$ cat config.mk
export PLATFORM = sky130hd
export DESIGN_NAME = sample_responder
export DESIGN_NICKNAME = d
export VERILOG_FILES = /design/src/rtl/nn_pkg.sv /design/src/rtl/err_unit.sv /design/src/rtl/sample_responder.sv
export SDC_FILE = /design/constraint.sdc
export NUM_CORES = 1
export LEC_CHECK = 0
export ABC_AREA = 1
export CORE_MARGIN = 1.5
export CORE_UTILIZATION = 46
export CTS_CLUSTER_SIZE = 30
export DETAILED_ROUTE_END_ITERATION = 12
export HOLD_SLACK_MARGIN = 0.06
export PLACE_DENSITY_LB_ADDON = 0.08
export RECOVER_POWER = 25
export SETUP_SLACK_MARGIN = 0.15
export SYNTH_ARGS = -nofsm -noshare
export SYNTH_HDL_FRONTEND = slang
export SYNTH_SLANG_ARGS = --single-unit
$ cat constraint.sdc
create_clock -name clk -period 3.12 [get_ports clk]
set_input_delay 0.78 -clock clk [delete_from_list [all_inputs] [get_ports clk]]
set_output_delay 0.78 -clock clk [all_outputs]
set_load 0.005 [all_outputs]
$ cat src/rtl/nn_pkg.sv
// ============================================================================
// Module   : nn_pkg
// Brief    : Shared types and constants for the sample responder block.
// Revision : 1.0 - initial release
// ============================================================================
`default_nettype none

package nn_pkg;

    typedef enum logic [2:0] {
        S_IDLE     = 3'd0,
        S_RD_X     = 3'd1,
        S_RD_T     = 3'd2,
        S_WAIT_MEM = 3'd3,
        S_START    = 3'd4,
        S_RUN      = 3'd5,
        S_RESP     = 3'd6
    } state_e;

    typedef enum logic {
        K_TRAIN = 1'b0,
        K_VALID = 1'b1
    } kind_e;

    localparam int RECORD_WORDS = 2;

    // Largest positive value of a signed word of the given width.
    function automatic int err_max(input int bits);
        return (1 << (bits - 1)) - 1;
    endfunction

    localparam int ERR_MAX = err_max(16);

endpackage

`default_nettype wire

$ cat src/rtl/err_unit.sv
// ============================================================================
// Module   : err_unit
// Brief    : Combinational per-sample error: |tgt-out| or ((tgt-out)^2)>>FRAC,
//            saturated to the largest positive word. Option macro: ERR_SQ_EN.
// Revision : 1.0 - initial release
// ============================================================================
`default_nettype none

module err_unit
    import nn_pkg::*;
#(
    parameter int BITS = 16,
    parameter int FRAC = 8
) (
    input  logic [BITS-1:0] tgt_i,
    input  logic [BITS-1:0] out_i,
    output logic [BITS-1:0] err_o
);

    localparam int MAG_W = 2 * BITS + 2;
    localparam logic [MAG_W-1:0] C_ERR_MAX = MAG_W'(err_max(BITS));

    logic signed [BITS:0]  w_tgt_ext;
    logic signed [BITS:0]  w_out_ext;
    logic signed [BITS:0]  w_diff;
    logic [MAG_W-1:0]      w_mag;

    assign w_tgt_ext = {tgt_i[BITS-1], tgt_i};
    assign w_out_ext = {out_i[BITS-1], out_i};
    assign w_diff    = w_tgt_ext - w_out_ext;

`ifdef ERR_SQ_EN
    logic signed [MAG_W-1:0] w_diff_wide;
    logic signed [MAG_W-1:0] w_prod;

    assign w_diff_wide = {{(MAG_W - BITS - 1){w_diff[BITS]}}, w_diff};
    assign w_prod      = w_diff_wide * w_diff_wide;
    assign w_mag       = $unsigned(w_prod) >> FRAC;
`else
    // Magnitude of a BITS+1 signed value always fits BITS+1 unsigned bits.
    logic [BITS:0] w_abs;

    assign w_abs = w_diff[BITS] ? $unsigned(-w_diff) : $unsigned(w_diff);
    assign w_mag = {{(MAG_W - BITS - 1){1'b0}}, w_abs};
`endif

    assign err_o = (w_mag > C_ERR_MAX) ? C_ERR_MAX[BITS-1:0] : w_mag[BITS-1:0];

endmodule

`default_nettype wire

$ cat src/rtl/sample_responder.sv
// ============================================================================
// Module   : sample_responder
// Brief    : Turns train/validation requests into two-word sample fetches and
//            network runs; returns done/error handshakes. Option macro:
//            ERR_SQ_EN (squared error, lives in err_unit).
// Revision : 1.0 - initial release
// ============================================================================
`default_nettype none

module sample_responder
    import nn_pkg::*;
#(
    parameter int BITS       = 16,
    parameter int ADDR_W     = 10,
    parameter int TRAIN_BASE = 0,
    parameter int VALID_BASE = 512,
    parameter int MEM_LAT    = 1,
    parameter int FRAC       = 8
) (
    input  logic              clk,
    input  logic              rst_n,
    input  logic              tr_req,
    input  logic              vl_req,
    input  logic              end_i,
    output logic              s_train,
    output logic              s_error,
    output logic [BITS-1:0]   err,
    output logic              mem_rd,
    output logic [ADDR_W-1:0] mem_addr,
    input  logic [BITS-1:0]   mem_rdata,
    output logic              net_start,
    output logic              net_train,
    output logic [BITS-1:0]   net_x,
    output logic [BITS-1:0]   net_tgt,
    input  logic [BITS-1:0]   net_out,
    input  logic              net_done,
    output logic              busy,
    output logic              overrun
);

    localparam logic [ADDR_W-1:0] C_TRAIN_BASE = ADDR_W'(TRAIN_BASE);
    localparam logic [ADDR_W-1:0] C_VALID_BASE = ADDR_W'(VALID_BASE);
    localparam logic [ADDR_W-1:0] C_REC_STEP   = ADDR_W'(RECORD_WORDS);

    state_e              state_q,   state_d;
    kind_e               kind_q,    kind_d;
    logic [ADDR_W-1:0]   ptr_q,     ptr_d;
    logic [ADDR_W-1:0]   tr_ptr_q,  tr_ptr_d;
    logic [ADDR_W-1:0]   vl_ptr_q,  vl_ptr_d;
    logic                overrun_q, overrun_d;
    logic [BITS-1:0]     err_q,     err_d;
    logic [BITS-1:0]     net_x_q,   net_x_d;
    logic [BITS-1:0]     net_tgt_q, net_tgt_d;
    logic [MEM_LAT-1:0]  vx_q;
    logic [MEM_LAT-1:0]  vt_q;
    logic [BITS-1:0]     w_err;

    err_unit #(
        .BITS (BITS),
        .FRAC (FRAC)
    ) u_err_unit (
        .tgt_i (net_tgt_q),
        .out_i (net_out),
        .err_o (w_err)
    );

    always_comb begin
        state_d   = state_q;
        kind_d    = kind_q;
        ptr_d     = ptr_q;
        tr_ptr_d  = tr_ptr_q;
        vl_ptr_d  = vl_ptr_q;
        overrun_d = overrun_q;
        err_d     = err_q;
        net_x_d   = net_x_q;
        net_tgt_d = net_tgt_q;

        if (end_i) begin
            state_d  = S_IDLE;
            kind_d   = K_TRAIN;
            tr_ptr_d = C_TRAIN_BASE;
            vl_ptr_d = C_VALID_BASE;
        end else begin
            if (vx_q[MEM_LAT-1]) net_x_d   = mem_rdata;
            if (vt_q[MEM_LAT-1]) net_tgt_d = mem_rdata;

            case (state_q)
                S_IDLE: begin
                    if (tr_req) begin
                        state_d = S_RD_X;
                        kind_d  = K_TRAIN;
                        // First train request after validation starts a new epoch.
                        if (kind_q == K_VALID) begin
                            ptr_d    = C_TRAIN_BASE;
                            tr_ptr_d = C_TRAIN_BASE;
                            vl_ptr_d = C_VALID_BASE;
                        end else begin
                            ptr_d = tr_ptr_q;
                        end
                        if (vl_req) overrun_d = 1'b1;
                    end else if (vl_req) begin
                        state_d = S_RD_X;
                        kind_d  = K_VALID;
                        ptr_d   = vl_ptr_q;
                    end
                end
                S_RD_X:     state_d = S_RD_T;
                S_RD_T:     state_d = S_WAIT_MEM;
                S_WAIT_MEM: if (vt_q[MEM_LAT-1]) state_d = S_START;
                S_START: begin
                    state_d = S_RUN;
                    if (kind_q == K_TRAIN) tr_ptr_d = ptr_q + C_REC_STEP;
                    else                   vl_ptr_d = ptr_q + C_REC_STEP;
                end
                S_RUN: begin
                    if (net_done) begin
                        state_d = S_RESP;
                        if (kind_q == K_VALID) err_d = w_err;
                    end
                end
                S_RESP:  state_d = S_IDLE;
                default: state_d = S_IDLE;
            endcase

            if ((state_q != S_IDLE) && (tr_req || vl_req)) overrun_d = 1'b1;
        end
    end

    always_ff @(posedge clk or negedge rst_n) begin
        if (!rst_n) begin
            state_q   <= S_IDLE;
            kind_q    <= K_TRAIN;
            ptr_q     <= C_TRAIN_BASE;
            tr_ptr_q  <= C_TRAIN_BASE;
            vl_ptr_q  <= C_VALID_BASE;
            overrun_q <= 1'b0;
            err_q     <= '0;
            net_x_q   <= '0;
            net_tgt_q <= '0;
            vx_q      <= '0;
            vt_q      <= '0;
        end else begin
            state_q   <= state_d;
            kind_q    <= kind_d;
            ptr_q     <= ptr_d;
            tr_ptr_q  <= tr_ptr_d;
            vl_ptr_q  <= vl_ptr_d;
            overrun_q <= overrun_d;
            err_q     <= err_d;
            net_x_q   <= net_x_d;
            net_tgt_q <= net_tgt_d;
            // Read-issue tags ride alongside the memory pipeline; an abort flushes them.
            vx_q[0]   <= !end_i && (state_q == S_RD_X);
            vt_q[0]   <= !end_i && (state_q == S_RD_T);
            for (int i = 1; i < MEM_LAT; i++) begin
                vx_q[i] <= !end_i && vx_q[i-1];
                vt_q[i] <= !end_i && vt_q[i-1];
            end
        end
    end

    assign mem_rd    = (state_q == S_RD_X) || (state_q == S_RD_T);
    assign mem_addr  = (state_q == S_RD_X) ? ptr_q :
                       (state_q == S_RD_T) ? (ptr_q + ADDR_W'(1)) : '0;
    assign net_start = (state_q == S_START);
    assign net_train = ((state_q == S_START) || (state_q == S_RUN)) && (kind_q == K_TRAIN);
    assign net_x     = net_x_q;
    assign net_tgt   = net_tgt_q;
    assign s_train   = (state_q == S_RESP) && (kind_q == K_TRAIN);
    assign s_error   = (state_q == S_RESP) && (kind_q == K_VALID);
    assign err       = err_q;
    assign busy      = (state_q != S_IDLE);
    assign overrun   = overrun_q;

endmodule

`default_nettype wire

==> Word level (Yosys, flattened, before mapping) <==
Index checks and enable logic that the tools add are counted.
{ "totals": {"reg_bits": 85, "out_inout_bits": 65, "wordCells": 88} }
{ "classes": {"add_sub_neg": 4, "magnitude_cmp": 1, "eq_ne": 13, "mux": 29, "bitwise_logic": 2, "n_reduce_logical": 28} }
{ "ops": {"columns": ["op", "count"], "rows": [
  ["$mux W10", 12],
  ["$pmux W10 S2", 2],
  ["$pmux W3 S6", 1],
  ["$gt A17 B15 Y1 const B", 1],
  ["$mux W17", 1],
  ["$neg A17 Y17", 1],
  ["$sub A16 B16 Y17", 1],
  ["$mux W16", 1],
  ["$mux W3", 5],
  ["$ne A3 B3 Y1 const B", 5],
  ["$reduce_and A4 Y1", 3],
  ["$add A10 B1 Y10 const B", 1],
  ["$add A10 B2 Y10 const B", 1],
  ["$reduce_bool A2 Y1", 5],
  ["$eq A3 B3 Y1 const B", 3],
  ["$reduce_and A3 Y1", 3],
  ["$reduce_bool A3 Y1", 3],
  ["$mux W1", 7],
  ["$eq A3 B2 Y1 const B", 2],
  ["$logic_and A1 B1 Y1", 6],
  ["$reduce_and A2 Y1", 3],
  ["$ne A4 B4 Y1 const B", 1],
  ["$eq A3 B1 Y1 const B", 1],
  ["$logic_not A3 Y1", 1],
  ["4 further kinds", 7]
]} }

==> Longest topological paths before layout <==
Gate-level depths: netlist of the first run.
{ "depth": {"depth_word": 5, "depth_mapped": 21, "mapped_depth_nobuf": 21} }

==> By module <==
Synthesis of the first run repeated with hierarchy kept, for this count alone.
{ "unflattened": {"hier_cells": 853, "hier_area_um2": 5743.0} }
{ "modules_own_cells": {"columns": ["mod", "n_inst", "cells_each", "area_each_um2"], "rows": [
  ["sample_responder", 1, 515, 4032.6],
  ["err_unit", 1, 338, 1710.4]
]} }

==> Least setup slack after synthesis of the first run <==
OpenSTA, ideal clock, no wires.
{ "synth_timing": {"path_type": "in2reg", "from": "in net_out[0]", "to": "reg err_q[11], in the netlist err[11]", "t_arrival_ns": 2.750, "t_required_ns": 3.007, "setup_slack_ns": 0.257, "stages": 16, "n_path_buf": 1, "cell_sequence": "ha_1 > fa_1 > nand2_1 > a21oi_2 > nand3_2 > nor2_4 > nand3_4 > nor2_8 > nand3_2 > nor2_1 > nand2_1 > nand2_4 > buf_8 > nand3_2 > nand2_1 > inv_1"} }
{ "synth_via": {"elab_chain_len": 5} }
{ "synth_lines": {"columns": ["item", "line_no", "rtl"], "rows": [
  ["start: declaration", "sample_responder.sv:35", "input logic [BITS-1:0] net_out,"],
  ["$sub A16 B16 Y17 (*)", "err_unit.sv:30", "assign w_diff = w_tgt_ext - w_out_ext;"],
  ["$neg A17 Y17", "err_unit.sv:43", "assign w_abs = w_diff[BITS] ? $unsigned(-w_diff) : $unsigned(w_diff);"],
  ["$mux W17 (*)", "err_unit.sv:43", null],
  ["$gt A17 B15 Y1", "err_unit.sv:47", "assign err_o = (w_mag > C_ERR_MAX) ? C_ERR_MAX[BITS-1:0] : w_mag[BITS-1:0];"],
  ["$mux W16 (*)", "err_unit.sv:47", null],
  ["end signal: assignment", "sample_responder.sv:149", "err_q <= err_d;"],
  ["end: declaration", "sample_responder.sv:51", "logic [BITS-1:0] err_q, err_d;"]
]} }
Mark *: on every way between the ends. The rest lies on a longest branch, timed or not.
A chain may end at the register's enable or synchronous reset.

==> Worst setup path after layout of the first run <==
{ "layout_timing": {"from": "reg state_q[2]", "to": "out mem_addr[7]"} }
{ "layout_via": {"elab_chain_len": 3, "elab_cells_between_ends": 4, "cone_classes": "eq/ne: 2; mux: 2"} }
{ "layout_lines": {"columns": ["item", "line_no", "rtl"], "rows": [
  ["start: declaration", "sample_responder.sv:45", "state_e state_q, state_d;"],
  ["start signal: assignment", "sample_responder.sv:143", "state_q <= state_d;"],
  ["$eq A3 B2 Y1", "sample_responder.sv:164", "(state_q == S_RD_T) ? (ptr_q + ADDR_W'(1)) : '0;"],
  ["$mux W10", "sample_responder.sv:164", null],
  ["$mux W10 (*)", "sample_responder.sv:163", "assign mem_addr = (state_q == S_RD_X) ? ptr_q :"],
  ["end: declaration", "sample_responder.sv:29", "output logic [ADDR_W-1:0] mem_addr,"]
]} }
Marks and branches as above.

==> results of run 1 <==
[cell type report]
cell class / count / area (um2) / share of cell area [%]
Antenna cell: 1 / 2.502 / 0.02978
Multi-Input combinational cell: 573 / 3385 / 40.28
Tap cell: 168 / 210.2 / 2.501
Clock inverter: 5 / 82.58 / 0.9827
Clock buffer: 11 / 242.7 / 2.889
Inverter: 144 / 546.8 / 6.507
Timing Repair Buffer: 196 / 1803 / 21.46
Sequential cell: 85 / 2131 / 25.36
[flip-flops by register name, indices dropped and copies added (netlist names)]
register  cells
vx_q          1
state_q       3
kind_q        1
tr_ptr_q     10
err          16
net_tgt      16
ptr_q        10
net_x        16
vl_ptr_q     10
overrun       1
vt_q          1
[synthesized netlist by cell type, types with 2 or more instances]
| library cell | number | area, um2 |
|---|---|---|
| sky130_fd_sc_hd__a31oi_1 | 3 | 18.77 |
| sky130_fd_sc_hd__o22ai_1 | 10 | 62.56 |
| sky130_fd_sc_hd__clkbuf_1 | 12 | 45.04 |
| sky130_fd_sc_hd__nand2_2 | 15 | 93.84 |
| sky130_fd_sc_hd__clkinv_1 | 2 | 7.510 |
| sky130_fd_sc_hd__xor2_1 | 4 | 35.03 |
| sky130_fd_sc_hd__or2_2 | 12 | 75.07 |
| sky130_fd_sc_hd__nor2_1 | 69 | 259.0 |
| sky130_fd_sc_hd__buf_2 | 3 | 15.01 |
| sky130_fd_sc_hd__a21oi_2 | 2 | 17.52 |
| sky130_fd_sc_hd__inv_1 | 137 | 514.2 |
| sky130_fd_sc_hd__nand3_2 | 15 | 150.1 |
| sky130_fd_sc_hd__nor3_1 | 9 | 45.04 |
| sky130_fd_sc_hd__ha_1 | 19 | 237.7 |
| sky130_fd_sc_hd__o211ai_1 | 11 | 82.58 |
| sky130_fd_sc_hd__o21a_1 | 4 | 30.03 |
| sky130_fd_sc_hd__o21ai_1 | 5 | 25.02 |
| sky130_fd_sc_hd__inv_2 | 5 | 18.77 |
| sky130_fd_sc_hd__dfrtp_1 | 84 | 2102 |
| sky130_fd_sc_hd__buf_1 | 4 | 15.01 |
| sky130_fd_sc_hd__nand3b_1 | 3 | 22.52 |
| sky130_fd_sc_hd__nand3_1 | 40 | 200.2 |
| sky130_fd_sc_hd__nor2_2 | 7 | 43.79 |
| sky130_fd_sc_hd__o21ai_0 | 81 | 405.4 |
| sky130_fd_sc_hd__nand4_1 | 8 | 50.05 |
| sky130_fd_sc_hd__nand2_4 | 3 | 33.78 |
| sky130_fd_sc_hd__nand2_1 | 215 | 807.0 |
| sky130_fd_sc_hd__a21oi_1 | 24 | 120.1 |
| sky130_fd_sc_hd__o32ai_1 | 4 | 35.03 |
[worst paths after layout]
check	start	end	slack [ns]
setup / recovery	state_q[2]	mem_addr[7]	0.24
hold / removal	overrun	overrun	0.47
setup reg to reg	net_tgt[0]	err[14]	0.46
hold reg to reg	overrun	overrun	0.47
max in group asynchronous	rst_n	net_x[4]	0.91
min in group asynchronous	rst_n	err[15]	1.01
[worst max-delay path, cell delays in order, from the launching register on]
cell	delay, ns
sky130_fd_sc_hd__dfrtp_2	0.46
sky130_fd_sc_hd__nor2_2	0.14
sky130_fd_sc_hd__inv_1	0.10
sky130_fd_sc_hd__nor2_4	0.13
sky130_fd_sc_hd__buf_6	0.15
sky130_fd_sc_hd__o21ai_0	0.09
sky130_fd_sc_hd__a21oi_1	0.17
sky130_fd_sc_hd__clkdlybuf4s50_1	0.52
[metrics by stage]
step	instance area [um2]	hold WS (ns)	util [%]
finish	8403	0.4657	69.38
global route	8403	0.5036	69.38
CTS	7936	0.4003	65.53
detailed placement	7428	0.4539	61.33
global placement	7428	0.4518	61.33
floorplan	5746	0.4596	-
[cell families (layout without fill, tap and decap cells)]
| group | Yosys count | count (layout) |
|---|---|---|
| simple gates | 402 | 402 |
| flops | 85 | 85 |
| xor+xnor | 4 | 4 |
| fa+ha+maj | 20 | 20 |
| buf+inv | 166 | 356 |
| other cells | 0 | 1 |
| compound gates | 147 | 147 |
[power by group through the flow]
stage               clock network, mW  logic [mW]  registers, mW
global placement                    0        4.36           1.74
detailed placement                  0        4.44           1.75
finish                           1.19        5.38           1.77
floorplan                           0        2.49           1.71
global route                     1.25        5.93           1.81
CTS                              1.21        4.78           1.73
[routing by layer]
metal  share of wire, %  vias to the layer above
met2                 44                      215
li1                   -                     2989
met5              0.089                        -
met3                7.5                       31
met4                2.2                        2
met1                 46                     2705
[what timing repair did]
| action | 4_1_cts | 5_1_grt |
|---|---|---|
| gates resized for setup | 25 | 96 |
| endpoints found under the setup margin | 26 | 24 |
| cloned | 1 | 0 |
| pin swaps | 8 | 31 |
| setup buffers | 14 | 9 |
==> impl_metrics.csv, run 1 <==
group,metric,value,unit
floorplan,floorplan.initialDensity,47.44,%
logic_synthesis,synth.yosys.seq_area_share,37.04,%
worst_setup_path,endpoint_kind,"output port",
logic_synthesis,leading_register_cell_type_out_of_synthesis,"sky130_fd_sc_hd__dfrtp_1",
detailed_routing,wl_per_cell,13.32,um
worst_setup_path,worst_ep_required_time,2.34,ns
detailed_routing,dr.pass1.iters,5,
sta,slew_headroom,-38.04,%
place,port_buffers,102,
cells_and_area,area_delta_synth_final,46.25,%
sta,report.final.setup_viol,0,
logic_synthesis,asyncSetResetFlopFracSynth,100.0,%
cells_and_area,nets,1067,
global_routing,total_global_route_track_usage,24.16,%
worst_setup_path,worst-endpoint-arrival,2.10,ns
logic_synthesis,synth_compound_gate_area_share,14.31,%
floorplan,number_of_standard_cell_rows_in_the_floorplan,40,
logic_synthesis,syn-num-nets,882,
logic_synthesis,ys_warn_count,0,
cells_and_area,drive_above_1_share,25.54,%
worst_setup_path,crit_path_start_kind,"flop",
place,dp.final_hpwl,11350,um
global_routing,grt.met2_usage,37.09,%
floorplan,io_pins,103,
sta,worst_pin_slew,2.071,ns
detailed_routing,drt_first_iter_violations,498,
power_and_ir_drop,design_power_total,8.344,mW
clock_network,cts.path.max_buffers,2,
global_routing,grt_first_pass_wirelength,25450,um
clock_network,h-tree-depth,3,
place,preCtsSetupSlack,-0.3317,ns
clock_network,hold_fix_buffers_at_cts,0,
logic_synthesis,post_synth_and_or_nand_nor_area_fraction,32.25,%
global_routing,antenna_found_initial,2,
run_status,outcome,"complete, but fails checks",
place,globalplace.congestion,0.9178,
logic_synthesis,xor_and_xnor_area_share_after_synthesis,0.6098,%
worst_hold_path,min-delay-path-class,"reg2reg",
worst_setup_path,reg2regPathDepth,17,
sta,grt_setup_unrepaired,"yes",
logic_synthesis,synth.lib_cells_used.distinct,43,
cells_and_area,fillCellCount,998,
sta,fin_crit_sh,92.44,%
power_and_ir_drop,seq_power_share,21.2,%
global_routing,grt_pass1_vias,5561,
global_routing,grt_start_max_net_pins,50,
cells_and_area,final_cell_mix,"sky130_fd_sc_hd__nand2_1 (184), sky130_fd_sc_hd__inv_1 (130), sky130_fd_sc_hd__clkdlybuf4s50_1 (94)",
global_routing,gr-usage-met1,33.08,%
logic_synthesis,synthCells,824,
power_and_ir_drop,cellLeakagePower,4.185,nW
power_and_ir_drop,share_comb_of_total_power,64.5,%
floorplan,core_area,12110,um2
power_and_ir_drop,power.ir.vdd_worst,547.8,uV
power_and_ir_drop,cellInternalPower,4.823,mW
sta,max_freq,0.3467,GHz
cells_and_area,layoutNonFillerInstCount,1183,
job,maxCapViolCount,1,
detailed_routing,detail_route.wirelength,15760,um
logic_synthesis,syn_area,5746,um2
floorplan,die_extent_in_y,114.8,um
logic_synthesis,muxShareOfSynthArea,0,%
power_and_ir_drop,netSwitchingPower,3.521,mW
sta,worst_slack,0.2358,ns
power_and_ir_drop,power-per-cell-area,993.0,nW/um2
global_routing,grt-busiest-layer,"met2",
run_status,violations,"capacitance limit, slew limit",
logic_synthesis,synth_top_family_by_area,"simple AND/OR/NAND/NOR gates",
sta,final_worst_path_period_need,2.884,ns
worst_hold_path,worstHoldPathCells,2,
sta,fin_tns_setup,0,ns
clock_network,insertion_delay,0.35,ns
logic_synthesis,flip_flop_and_latch_count_after_synthesis,85,
detailed_routing,route.vias.total,5942,
logic_synthesis,syn_avg_cell_area,6.973,um2
clock_network,cts_tree,"built",
global_routing,grt.met3_usage,6.326,%
sta,hold_viol,0,
floorplan,dieArea,13170,um2
clock_network,worst_setup_hold_path_clk_slew,0.07,ns
cells_and_area,final_common_cell,"sky130_fd_sc_hd__nand2_1",
worst_setup_path,critical_path_class,"reg2out",
detailed_routing,detail-route-antenna-nets,0,
detailed_routing,routed_via_density,5.023,
power_and_ir_drop,power.share.switching,42.20,%
sta,final_max_tran_viols,37,
clock_network,clock-root-buffer,"sky130_fd_sc_hd__clkbuf_16",
sta,clock_skew,0.006218,ns
power_and_ir_drop,power_frac_clock,14.3,%
global_routing,grt-ovfl-total,0,
logic_synthesis,synth-edff-count,0,
floorplan,die_w,114.8,um
detailed_routing,drc_errors,0,
clock_network,total_number_of_clock_tree_sinks,85,
place,post-place-cells,1142,
clock_network,cts_inserted_buffers,9,
logic_synthesis,synthAdderAreaFrac,4.486,%
worst_setup_path,path_max_fanout,7,
No activity file was read; power rests on OpenSTA's default activity.
==> run 2: changes to the inputs <==
--- a/config.mk
+++ b/config.mk
@@ -10,6 +10,7 @@
 export CORE_UTILIZATION = 46
 export CTS_CLUSTER_SIZE = 30
 export DETAILED_ROUTE_END_ITERATION = 12
+export GPL_TIMING_DRIVEN = 0
 export HOLD_SLACK_MARGIN = 0.06
 export PLACE_DENSITY_LB_ADDON = 0.08
 export RECOVER_POWER = 25
==> run 2 against run 1 <==
The flow now finishes without violations. Flip-flop and latch count stayed put. Non-clock buffer count fell by 34. Clock power down 16%. Sequential power is essentially flat. Die area stayed put. Clock skew is 0.0025 ns higher. Utilization fell by 2.1 points. Register-to-register slack lost 0.04 ns. Largest cell class unchanged.
==> impl_metrics.csv, run 2 (synthesized netlist as in run 1, its figures left out) <==
group,metric,value,unit
worst_setup_path,path_max_fanout,5,
detailed_routing,route.vias.total,5898,
clock_network,cts_tree,"built",
place,dp.final_hpwl,11760,um
worst_setup_path,ff2ff_setup_slack,0.42,ns
sta,slew_headroom,29.15,%
detailed_routing,drt_first_iter_violations,464,
sta,worst_pin_slew,1.063,ns
place,globalplace.congestion,0.8883,
clock_network,worst_setup_hold_path_clk_slew,0.07,ns
floorplan,io_pins,103,
detailed_routing,wl_per_cell,14.44,um
floorplan,dieArea,13170,um2
worst_setup_path,r2r-end,"err[9]",
power_and_ir_drop,power.ir.vdd_worst,450.8,uV
sta,hold_viol,0,
clock_network,insertion_delay,0.34,ns
cells_and_area,fillCellCount,1060,
worst_setup_path,worst-endpoint-arrival,2.15,ns
worst_setup_path,worst_ep_required_time,2.34,ns
cells_and_area,nets,1034,
floorplan,floorplan.initialDensity,47.44,%
detailed_routing,detail_route.wirelength,16590,um
worst_setup_path,timing.critical_path.to,"mem_addr[4]",
sta,fin_tns_setup,0,ns
sta,fin_crit_sh,93.92,%
global_routing,antenna_found_initial,0,
floorplan,die_w,114.8,um
clock_network,h-tree-depth,3,
worst_setup_path,crit_start,"state_q[1]",
sta,grt_setup_unrepaired,"yes",
worst_setup_path,crit-reg2reg-launch,"net_tgt[0]",
worst_setup_path,crit_path_start_kind,"flop",
floorplan,number_of_standard_cell_rows_in_the_floorplan,40,
sta,final_worst_path_period_need,2.930,ns
global_routing,grt_first_pass_wirelength,26410,um
sta,worst_hold_slack,0.4715,ns
job,maxCapViolCount,0,
cells_and_area,final_common_cell,"sky130_fd_sc_hd__nand2_1",
floorplan,die_extent_in_y,114.8,um
global_routing,total_global_route_track_usage,25.23,%
power_and_ir_drop,cellLeakagePower,4.041,nW
cells_and_area,drive_above_1_share,23.96,%
place,post-place-cells,1094,
run_status,outcome,"complete, no violations",
cells_and_area,layoutNonFillerInstCount,1149,
cells_and_area,area_delta_synth_final,41.75,%
worst_setup_path,endpoint_kind,"output port",
detailed_routing,routed_via_density,5.133,
clock_network,total_number_of_clock_tree_sinks,85,
floorplan,core_area,12110,um2
worst_hold_path,min-delay-path-class,"reg2reg",
sta,final_max_tran_viols,0,
cells_and_area,num_antenna_cells,0,
detailed_routing,detail-route-antenna-nets,0,
global_routing,grt_start_max_net_pins,44,
clock_network,hold_fix_buffers_at_cts,0,
global_routing,grt-ovfl-total,0,
power_and_ir_drop,power-per-cell-area,976.0,nW/um2
sta,clock_skew,0.008722,ns
detailed_routing,dr.pass1.iters,6,
detailed_routing,drc_errors,0,
cells_and_area,final_cell_mix,"sky130_fd_sc_hd__nand2_1 (172), sky130_fd_sc_hd__inv_1 (119), sky130_fd_sc_hd__clkdlybuf4s50_1 (87)",
clock_network,cts.path.max_buffers,2,
place,port_buffers,101,
worst_setup_path,critical_path_class,"reg2out",
sta,max_freq,0.3413,GHz
global_routing,grt_pass1_vias,5557,
clock_network,clock-root-buffer,"sky130_fd_sc_hd__clkbuf_16",
worst_setup_path,reg2regPathDepth,18,
clock_network,cts_inserted_buffers,9,
sta,report.final.setup_viol,0,
## run 2: changes by cell type in the layout (fill, tap and decap cells not counted), sizes merged
| cell | before | now |
|---|---|---|
| clkbuf | 12 | 25 |
| inv | 143 | 145 |
| clkinv | 3 | 5 |
| buf | 94 | 49 |
| dlymetal6s2s | 5 | 10 |
| diode | 1 | 0 |
| clkinvlp | 1 | 0 |
| bufinv | 2 | 0 |
| clkdlybuf4s50 | 94 | 87 |
## run 2: power by group
part / switching [mW] / total [mW] / internal, mW
clock network: 0.439 / 1.00 / 0.564
logic: 2.84 / 5.18 / 2.35
registers: 0.310 / 1.76 / 1.45
total: 3.58 / 7.95 / 4.36
## run 2: per-layer routing
metal / global-route usage (%) / vias to the layer above / part of all wire [%]
met5: 0 / - / 0
li1: - / 2928 / -
met4: 8.066 / 0 / 2.0
met1: 35.63 / 2744 / 46
met2: 38.12 / 198 / 45
met3: 6.484 / 28 / 7.1
## run 2: worst min path at each step
stage            start  endpoint  slack, ns  cells past startpoint
6_report       overrun   overrun       0.47                      2
5_1_grt        overrun   overrun       0.50                      2
4_1_cts          rst_n   err[12]       0.44                      1
3_5_place_dp   overrun   overrun       0.47                      2
3_3_place_gp   overrun   overrun       0.45                      2
2_1_floorplan  overrun   overrun       0.46                      2
## run 2: critical path, stage by stage, from the launching register on
cell                              delay (ns)
sky130_fd_sc_hd__dfrtp_1                0.40
sky130_fd_sc_hd__buf_4                  0.15
sky130_fd_sc_hd__nor2_2                 0.13
sky130_fd_sc_hd__inv_1                  0.09
sky130_fd_sc_hd__nor2_4                 0.21
sky130_fd_sc_hd__inv_4                  0.07
sky130_fd_sc_hd__o21ai_0                0.21
sky130_fd_sc_hd__clkdlybuf4s50_1        0.54
## run 2: what timing repair did
item | 4_1_cts | 5_1_grt
setup buffers | 18 | 19
gates cloned | 2 | 0
endpoints found under the setup margin | 27 | 25
resized for setup | 52 | 119
hold endpoints to repair | 0 | 0
pin swaps | 14 | 53
## run 2: final cells by class
cell class | count | area, um2 | area share, %
Clock inverter | 5 | 35.03 | 0.4302
Timing Repair Buffer | 140 | 1363 | 16.73
Timing Repair inverter | 1 | 3.754 | 0.04609
Buffer | 22 | 112.6 | 1.383
Multi-Input combinational cell | 573 | 3500 | 42.97
Tap cell | 168 | 210.2 | 2.581
Sequential cell | 85 | 2132 | 26.18
Inverter | 144 | 545.5 | 6.698
Clock buffer | 11 | 242.7 | 2.980
## run 2: per-stage QoR
step,worst slack [ns],power [mW],util (%),area (um2)
CTS,0.1085,7.145,63.11,7644
finish,0.1896,7.949,67.24,8144
detailed placement,-0.4699,5.538,57.67,6984
floorplan,0.2571,4.200,-,5746
global route,0.09462,8.555,67.24,8144
global placement,-1.827,5.450,57.52,6967
==> run 3: changes to the inputs <==
==> constraint.sdc (replaced) <==
create_clock -name clk -period 3.25 [get_ports clk]
set_input_delay 0.8125 -clock clk [delete_from_list [all_inputs] [get_ports clk]]
set_output_delay 0.8125 -clock clk [all_outputs]
set_load 0.005 [all_outputs]
==> run 3 against run 2 <==
Wire length is 5.0% lower. The run now ends with capacitance limit, slew limit left. Register-to-register slack better by 0.13 ns. Final cell count is 1.5% lower. Cell area is 4.1% lower. Clock-buffer cell count stayed put.
==> impl_metrics.csv, run 3 (synthesized netlist as in run 1, its figures left out) <==
group,metric,value,unit
worst_hold_path,min-delay-path-class,"reg2reg",
clock_network,insertion_delay,0.34,ns
detailed_routing,routed_via_density,5.117,
sta,final_worst_path_period_need,2.995,ns
sta,hold_viol,0,
floorplan,floorplan.initialDensity,47.44,%
sta,grt_setup_unrepaired,"yes",
detailed_routing,wl_per_cell,13.93,um
cells_and_area,multiInputGateArea,3302,um2
cells_and_area,drive_above_1_share,17.43,%
cells_and_area,layoutNonFillerInstCount,1132,
detailed_routing,routed-wl-met2,6943,um
worst_setup_path,worst_ep_required_time,2.44,ns
place,port_buffers,101,
run_status,violations,"capacitance limit, slew limit",
floorplan,core_area,12110,um2
global_routing,grt_pass1_vias,5468,
global_routing,grt-ovfl-total,0,
floorplan,dieArea,13170,um2
detailed_routing,wl_met1,7464,um
floorplan,die_w,114.8,um
cells_and_area,num_antenna_cells,0,
worst_setup_path,endpoint_kind,"output port",
sta,fin_crit_sh,92.15,%
clock_network,cts_tree,"built",
cells_and_area,register_area,2131,um2
worst_setup_path,worst-endpoint-arrival,2.18,ns
sta,final_max_tran_viols,43,
detailed_routing,highest_layer,"met4",
power_and_ir_drop,cellLeakagePower,3.806,nW
clock_network,h-tree-depth,3,
place,globalplace.congestion,0.8883,
detailed_routing,drc_errors,0,
clock_network,worst_setup_hold_path_clk_slew,0.07,ns
global_routing,total_global_route_track_usage,24.86,%
clock_network,total_number_of_clock_tree_sinks,85,
job,maxCapViolCount,1,
cells_and_area,fillCellCount,1113,
power_and_ir_drop,power.ir.vdd_worst,408.9,uV
sta,max_freq,0.3339,GHz
place,post-place-cells,1094,
worst_setup_path,critical_path_class,"reg2out",
worst_setup_path,reg2regPathDepth,18,
global_routing,grt_first_pass_wirelength,26010,um
power_and_ir_drop,power-per-cell-area,913.3,nW/um2
worst_hold_path,worstHoldPathCells,2,
power_and_ir_drop,design_power_total,7.137,mW
global_routing,grt_start_max_net_pins,44,
cells_and_area,final_cell_mix,"sky130_fd_sc_hd__nand2_1 (195), sky130_fd_sc_hd__inv_1 (133), sky130_fd_sc_hd__clkdlybuf4s50_1 (96)",
detailed_routing,detail_route.wirelength,15770,um
detailed_routing,dr.pass1.iters,5,
place,dp.final_hpwl,11760,um
cells_and_area,nets,1017,
clock_network,cts_inserted_buffers,9,
sta,slew_headroom,-58.19,%
global_routing,antenna_found_initial,0,
detailed_routing,drt_first_iter_violations,448,
clock_network,clock-root-buffer,"sky130_fd_sc_hd__clkbuf_16",
run_status,outcome,"complete, but fails checks",
detailed_routing,detail-route-antenna-nets,0,
cells_and_area,final_common_cell,"sky130_fd_sc_hd__nand2_1",
sta,report.final.setup_viol,0,
worst_setup_path,crit_path_start_kind,"flop",
sta,worst_hold_slack,0.4717,ns
cells_and_area,area_delta_synth_final,36.00,%
floorplan,io_pins,103,
detailed_routing,route.met3.wl,1088,um
clock_network,cts.path.max_buffers,2,
floorplan,number_of_standard_cell_rows_in_the_floorplan,40,
sta,worst_pin_slew,2.373,ns
detailed_routing,route.vias.total,5793,
worst_setup_path,path_max_fanout,10,
floorplan,die_extent_in_y,114.8,um
sta,clock_skew,0.008339,ns
-- run 3: cell types whose count changed in the layout (fill, tap and decap cells not counted), moves of 3 or more --
cell                              change
sky130_fd_sc_hd__buf_4               -15
sky130_fd_sc_hd__nand3_2              -5
sky130_fd_sc_hd__nand2_1             +23
sky130_fd_sc_hd__inv_2               -14
sky130_fd_sc_hd__inv_1               +14
sky130_fd_sc_hd__clkdlybuf4s50_1      +9
sky130_fd_sc_hd__dlymetal6s2s_1       -8
sky130_fd_sc_hd__nor2_1               +3
sky130_fd_sc_hd__nand3_1              +5
sky130_fd_sc_hd__nand2_4             -14
sky130_fd_sc_hd__nand2_2              -9
-- run 3: timing repair --
action                                 CTS  global route
setup endpoints to repair               26            26
endpoints found under the hold margin    0             0
gates resized for setup                 28            63
setup buffers                           13             8
gates cloned                             1             0
pin swaps                               11            23
hold buffers                             0             0
-- run 3: through the flow --
step	utilization, %	area (um2)	setup TNS [ns]	setup slack [ns]
finish	64.51	7814	0	0.2553
global route	64.51	7814	0	0.1243
CTS	61.95	7503	0	0.1440
detailed placement	57.67	6984	-5.005	-0.3724
global placement	57.52	6967	-149.53	-1.729
floorplan	-	5746	0	0.3546
-- run 3: path summary, 6_finish.rpt --
kind | end | slack [ns] | startpoint
setup / recovery | net_start | 0.26 | state_q[1]
hold / removal | overrun | 0.47 | overrun
setup reg to reg | err[5] | 0.55 | net_tgt[0]
hold reg to reg | overrun | 0.47 | overrun
max in group asynchronous | net_tgt[9] | 0.70 | rst_n
min in group asynchronous | err[12] | 1.18 | rst_n
-- run 3: area by class of cell --
cell class	instances	area share, %
multi-input cells	573	42.26
flip-flops and latches	85	27.27
repair buffers	124	15.84
inverters	144	6.950
clock buffers	11	3.106
well taps	168	2.690
plain buffers	22	1.441
clock inverters	5	0.4484
-- run 3: where the power goes --
part / switching, mW / internal [mW] / leakage, nW / total (mW)
Combinational: 2.48 / 1.99 / 2.56 / 4.47
Clock: 0.425 / 0.541 / 0.141 / 0.966
Sequential: 0.302 / 1.40 / 1.11 / 1.70
Total: 3.21 / 3.93 / 3.81 / 7.14
-- run 3: critical path, cell delays in order, from the launching register on --
cell and delay (ns):
sky130_fd_sc_hd__dfrtp_2 0.44, sky130_fd_sc_hd__buf_4 0.15, sky130_fd_sc_hd__nor2_1 0.19, sky130_fd_sc_hd__inv_1 0.10
sky130_fd_sc_hd__nor2_2 0.36, sky130_fd_sc_hd__clkdlybuf4s50_1 0.59
-- run 3: per-layer routing --
layer | vias up | global-route usage [%]
met5 | - | 0
met4 | 0 | 7.984
met3 | 22 | 6.168
met2 | 179 | 37.37
met1 | 2698 | 35.40
li1 | 2894 | -
